### config.mk
export PLATFORM = sky130hd
export DESIGN_NAME = vga_sync
export DESIGN_NICKNAME = d
export VERILOG_FILES = /design/src/rtl/vga_sync.sv
export SDC_FILE = /design/constraint.sdc
export NUM_CORES = 1
export LEC_CHECK = 0
export ABC_AREA = 0
export CORE_MARGIN = 4
export CORE_UTILIZATION = 25
export DETAILED_ROUTE_END_ITERATION = 6
export SYNTH_ARGS = -nofsm -noshare
export SYNTH_HDL_FRONTEND = slang
export SYNTH_SLANG_ARGS = --single-unit
### constraint.sdc
create_clock -name clk -period 2.3 [get_ports clk]
set_clock_uncertainty 0.2 [all_clocks]
set_input_delay 0.575 -clock clk [delete_from_list [all_inputs] [get_ports clk]]
set_output_delay 0.575 -clock clk [all_outputs]
set_load 0.1 [all_outputs]
### src/rtl/vga_sync.sv
// VGA timing generator: pixel-strobe divider, h/v counters, zero-lag registered syncs, VGA_FRAME_CNT_EN adds frame_cnt.
// Latency: x/y/hsync/vsync all update on the same edge; no backpressure, free-running.
module vga_sync #(
    parameter int H_DISPLAY = 640,
    parameter int H_FRONT   = 16,
    parameter int H_SYNC    = 96,
    parameter int H_BACK    = 48,
    parameter int V_DISPLAY = 480,
    parameter int V_FRONT   = 10,
    parameter int V_SYNC    = 2,
    parameter int V_BACK    = 33,
    parameter int CLK_DIV   = 4
) (
    input  logic       clk,
    input  logic       reset_n,
    output logic       hsync,
    output logic       vsync,
    output logic       video_on,
    output logic       p_tick,
    output logic [9:0] x,
    output logic [9:0] y
`ifdef VGA_FRAME_CNT_EN
    ,
    output logic [7:0] frame_cnt
`endif
);

    localparam int H_TOTAL = H_DISPLAY + H_FRONT + H_SYNC + H_BACK;
    localparam int V_TOTAL = V_DISPLAY + V_FRONT + V_SYNC + V_BACK;
    localparam int DIV_W   = (CLK_DIV > 2) ? $clog2(CLK_DIV) : 1;

    localparam logic [DIV_W-1:0] DIV_MAX = DIV_W'(CLK_DIV - 1);

    localparam logic [9:0] H_MAX    = 10'(H_TOTAL - 1);
    localparam logic [9:0] H_VIS    = 10'(H_DISPLAY);
    localparam logic [9:0] HS_START = 10'(H_DISPLAY + H_FRONT);
    localparam logic [9:0] HS_END   = 10'(H_DISPLAY + H_FRONT + H_SYNC - 1);

    localparam logic [9:0] V_MAX    = 10'(V_TOTAL - 1);
    localparam logic [9:0] V_VIS    = 10'(V_DISPLAY);
    localparam logic [9:0] VS_START = 10'(V_DISPLAY + V_FRONT);
    localparam logic [9:0] VS_END   = 10'(V_DISPLAY + V_FRONT + V_SYNC - 1);

    logic [DIV_W-1:0] div_q, div_d;
    logic [9:0]       h_q, h_d;
    logic [9:0]       v_q, v_d;
    logic             hsync_q, hsync_d;
    logic             vsync_q, vsync_d;
    logic             tick;
    logic             line_end;
    logic             frame_end;

    // Wraps use >= so any corrupted count falls back into range on the next step.
    always_comb begin
        tick      = (div_q == DIV_MAX);
        div_d     = (div_q >= DIV_MAX) ? '0 : div_q + 1'b1;
        line_end  = tick && (h_q >= H_MAX);
        frame_end = line_end && (v_q >= V_MAX);

        h_d = h_q;
        v_d = v_q;
        if (tick) begin
            h_d = line_end ? 10'd0 : h_q + 10'd1;
        end
        if (line_end) begin
            v_d = frame_end ? 10'd0 : v_q + 10'd1;
        end

        // Syncs decode the next-state counts so the registered pins line up with x/y.
        hsync_d = !((h_d >= HS_START) && (h_d <= HS_END));
        vsync_d = !((v_d >= VS_START) && (v_d <= VS_END));
    end

    always_ff @(posedge clk or negedge reset_n) begin
        if (!reset_n) begin
            div_q   <= '0;
            h_q     <= 10'd0;
            v_q     <= 10'd0;
            hsync_q <= 1'b1;
            vsync_q <= 1'b1;
        end else begin
            div_q   <= div_d;
            h_q     <= h_d;
            v_q     <= v_d;
            hsync_q <= hsync_d;
            vsync_q <= vsync_d;
        end
    end

`ifdef VGA_FRAME_CNT_EN
    logic [7:0] frame_cnt_q;

    always_ff @(posedge clk or negedge reset_n) begin
        if (!reset_n) begin
            frame_cnt_q <= 8'd0;
        end else if (frame_end) begin
            frame_cnt_q <= frame_cnt_q + 8'd1;
        end
    end

    assign frame_cnt = frame_cnt_q;
`endif

    assign p_tick   = tick;
    assign x        = h_q;
    assign y        = v_q;
    assign hsync    = hsync_q;
    assign vsync    = vsync_q;
    assign video_on = (h_q < H_VIS) && (v_q < V_VIS);

endmodule

# After elaboration in Yosys (flattened, before gate mapping)
# Cells that the tools add are included.
# word_totals
out_inout_bits,24
inputBits,2
wordCells,30
register_bits,24
# op_classes
muxes,5
n_eq_ne,1
order_cmp,9
reduce_logical,7
add_sub_neg,3
# ops
cell,n
two-way mux 10 bit,4
>= comparator 10 bit (second input constant),3
adder 10 x 1 -> 10 bit (second input constant),2
>= comparator 10 x 9 -> 1 bit (second input constant),1
<= comparator 10 bit (second input constant),1
<= comparator 10 x 9 -> 1 bit (second input constant),1
< comparator 10 bit (second input constant),1
< comparator 10 x 9 -> 1 bit (second input constant),1
logical AND 1 bit,5
adder 2 x 1 -> 2 bit (second input constant),1
== test 2 bit (second input constant),1
>= comparator 2 bit (second input constant),1
zero test 1 bit,2
two-way mux 2 bit,1

# Logic depth before layout (Yosys ltp)
# logic_depth
depth_word,8
ltp_mapped,7
mapped_depth_nobuf,7

# Least setup slack after synthesis
# OpenSTA, ideal clock, no wires.
# synth_timing
kind,register to output
from,register v_q[7] (netlist: y[7])
to,output video_on
setup_slack_ns,-0.938
path_stages_with_launch,5
required_time_ns,1.525
path_buffers,1
arrival_ns,2.463
cell_sequence,dfrtp_1 > buf_12 > nand4_1 > nand2_1 > nor2_1
# synth_via
elab_chain_cells,2
# synth_lines
element,line,source
"start, declared",46,"logic [9:0] v_q, v_d;"
"start signal, assigned",84,v_q <= v_d;
< comparator 10 x 9 -> 1 bit,109,assign video_on = (h_q < H_VIS) && (v_q < V_VIS);
logical AND 1 bit,109,
"end, declared",18,"output logic video_on,"
# Every way passes these cells.

# Final worst setup path
# layout_timing
from,register v_q[6] (netlist: y[6])
to,output video_on
# Same word-level chain as after synthesis.

==> reports/results.ini <==
[yosys]
synth_fa_ha_area_frac = 0.0331
ys_async_sr_fraction = 1.00
synth_top_family_by_area = simple AND/OR/NAND/NOR gates
synth_ff_type = dfrtp_1
yosys.area.top_type = dfrtp_1
synth_area_leaders = dfrtp_1, nand2_1, dfstp_2
synth-warning-count = 0
yosys.area_share.simple = 0.251
synth_top_cell_area_share = 0.364
synth_edf_count = 0
synth_xor_xnor_area_share = 0.0405
ys_ff_latch = 24
ys_seq_area_frac = 0.399
synth_cells = 160
muxShareOfSynthArea = 0.00662
synth_compound_area_frac = 0.202
synth_cell_types = 50
synth_area_um2 = 1510
syn_avg_cell_area_um2 = 9.45
syn_nets = 166

[clock_tree]
clockBufferDepth = 2
cts.clk_slew.worst_paths_ns = 0.09
cts_inserted_buffers = 3
post_cts_buffers = 0
clock_latency_ns = 0.27
cts_root_buf = clkbuf_8
cts_sinks = 24
cts_tree = yes
htreeDepth = 1

[die]
initial_core_util = 0.257
die_w_um = 85.8
fp.dieH_um = 85.8
dieArea_um2 = 7360
core_area_um2 = 5890
num_rows = 28
pin_count = 26

[flow_run]
drv_cap = 0

[critical_path]
crit_path_max_fanout = 10
start_kind = flop
slowest_delay_ns = 0.48
cp-end-kind = primary output
rrSetupSlack_ns = 0.16
critical_path_class = reg -> out
cp.required_ns = 1.52
crit_path_cell_trace = buf_4, nand4_1, nand2_1, nor2_4, buf_12
slowest_stage = dfrtp_4
arrival_ns = 1.43

[timing]
fin_setup_tns_ns = 0
fin_crit_sh = 0.960
setup_viol = 0
max_freq_mhz = 453
worst_pin_slew_ns = 0.486
finalMaxSlewViolations = 0
fin_crit_ns = 2.21
slew_headroom = 0.676
hold_violations = 0

[global_route]
grt_pass1_wl_um = 6440
track_usage = 0.108
grt_overflow = 0
first_global_vias = 1301
grt_max_degree = 25
antenna_found_initial = 0

[detailed_routing]
viasPerCell = 5.10
dr.pass1.iters = 4
finalWirelength_um = 3870
vias = 1371
ant_nets = 0
wl_per_cell_um = 14.4
drcViolationCount = 0
drt_iter0_markers = 173

[cells_and_area]
area.growth.synth_to_final_pct = 48.0
diodes = 0
finalNonFillerCells = 269
nFillCells = 583
drive_gt1_frac = 0.381
final_nets = 201

[place]
io_buffers = 25
hpwl_um = 2850
gp_congestion = 0.901
dpl.cell_count = 265

[worst_hold_path]
min_path_type = reg -> reg

[pwr]
leakage_nw = 0.863
ir_drop_mv = 0.301
p_per_area_nw_per_um2 = 363

[status]
status = complete, no violations

-- final cells by class --
| class | count | area (µm²) | share of cell area |
|---|---|---|---|
| multi-input combinational | 122 | 838 | 0.375 |
| sequential | 24 | 628 | 0.281 |
| timing repair buffer | 37 | 581 | 0.259 |
| tap | 75 | 93.8 | 0.0419 |
| clock buffer | 3 | 41.3 | 0.0184 |
| clock inverter | 1 | 30.0 | 0.0134 |
| inverter | 7 | 26.3 | 0.0117 |
-- repair_timing --
action | in CTS | in global routing
endpoints found under the setup margin | 0 | 5
resized for setup | 0 | 3
hold buffers | 0 | 0
endpoints found under the hold margin | 0 | 0
-- worst paths after layout --
| path | start | to | depth (start not counted) |
|---|---|---|---|
| worst max-delay path | y[6] | video_on | 5 |
| worst max register to register | x[0] | hsync | 5 |
| worst min-delay path | div_q[0] | div_q[0] | 1 |
| min in group asynchronous | reset_n | y[5] | 2 |
| worst min register to register | div_q[0] | div_q[0] | 1 |
| max in group asynchronous | reset_n | vsync | 2 |
-- stage by stage --
| step | hold WS, ns | area [µm²] | util | worst slack (ns) | total power (W) |
|---|---|---|---|---|---|
| after floorplan | 0.0794 | 1560 | - | -0.141 | 0.000430 |
| after global placement | 0.258 | 2150 | 0.366 | 0.193 | 0.000442 |
| after detailed placement | 0.278 | 2150 | 0.366 | 0.140 | 0.000442 |
| after CTS | 0.295 | 2230 | 0.378 | 0.0201 | 0.000824 |
| after global routing | 0.323 | 2240 | 0.380 | -0.00411 | 0.000845 |
| final | 0.285 | 2240 | 0.380 | 0.0915 | 0.000813 |
-- cells in the final DEF, fill, tap and decap left out, types with 3 or more instances in the layout --
cell and n:
and3_1 6, a21oi_1 7, nor2_1 10, buf_12 24, nand2_1 15, dfrtp_2 11, nand4_1 7, ha_1 3
nand3_1 9, xor2_1 5, o22ai_1 4, inv_1 7, dfrtp_4 3, o21ai_0 9, dfrtp_1 8, clkbuf_8 3
o31ai_1 3, buf_4 12
-- layer usage --
metal / up-vias / GRT usage / routed length, µm
met4: 0 / 0.0417 / 55
met1: 663 / 0.146 / 1760
met2: 34 / 0.170 / 1890
li1: 666 / - / -
met5: - / 0 / 0
met3: 8 / 0.0202 / 170
-- logic make-up after synthesis --
logic type,count (synthesis)
flip-flops,24
XOR/XNOR,7
AO/OA/AOI/OAI,42
AND/OR/NAND/NOR,68
buffers and inverters,14
multiplexers,1
adder cells (fa/ha/maj),4
-- cells in the mapped netlist (2+ instances only) --
| cell type | number |
|---|---|
| a21oi_1 | 7 |
| buf_6 | 2 |
| nand2_1 | 15 |
| and4_2 | 2 |
| clkbuf_8 | 2 |
| a31oi_1 | 2 |
| xnor2_1 | 2 |
| nand3_1 | 9 |
| and3_2 | 2 |
| o31ai_1 | 3 |
| o22ai_1 | 4 |
| clkbuf_1 | 2 |
| nand4_1 | 7 |
| and3_1 | 6 |
| inv_1 | 7 |
| nor2_1 | 11 |
| nand2b_1 | 2 |
| ha_1 | 4 |
| and2_1 | 2 |
| nor3_1 | 3 |
| xor2_1 | 5 |
| dfstp_2 | 2 |
| o21ai_0 | 10 |
| and4_1 | 2 |
| dfrtp_1 | 22 |
-- state kept, by name, summed over array words and instances (netlist names) --
name,count
hsync,1
vsync,1
y,10
x,10
div_q,2
-- report_power, final --
part	internal (W)	leakage (nW)	total, W	switching [W]
registers	0.000422	0.292	0.000422	0
logic	0.00000260	0.535	0.0000109	0.00000825
clock network	0.000233	0.0357	0.000380	0.000147
-- critical path, delay by kind of cell (launching register included) --
family / cells / cell delay (ns)
simple gates: 3 / 0.32
buf+inv: 2 / 0.36
flops: 1 / 0.48
Power figures use the tool's default switching activity.
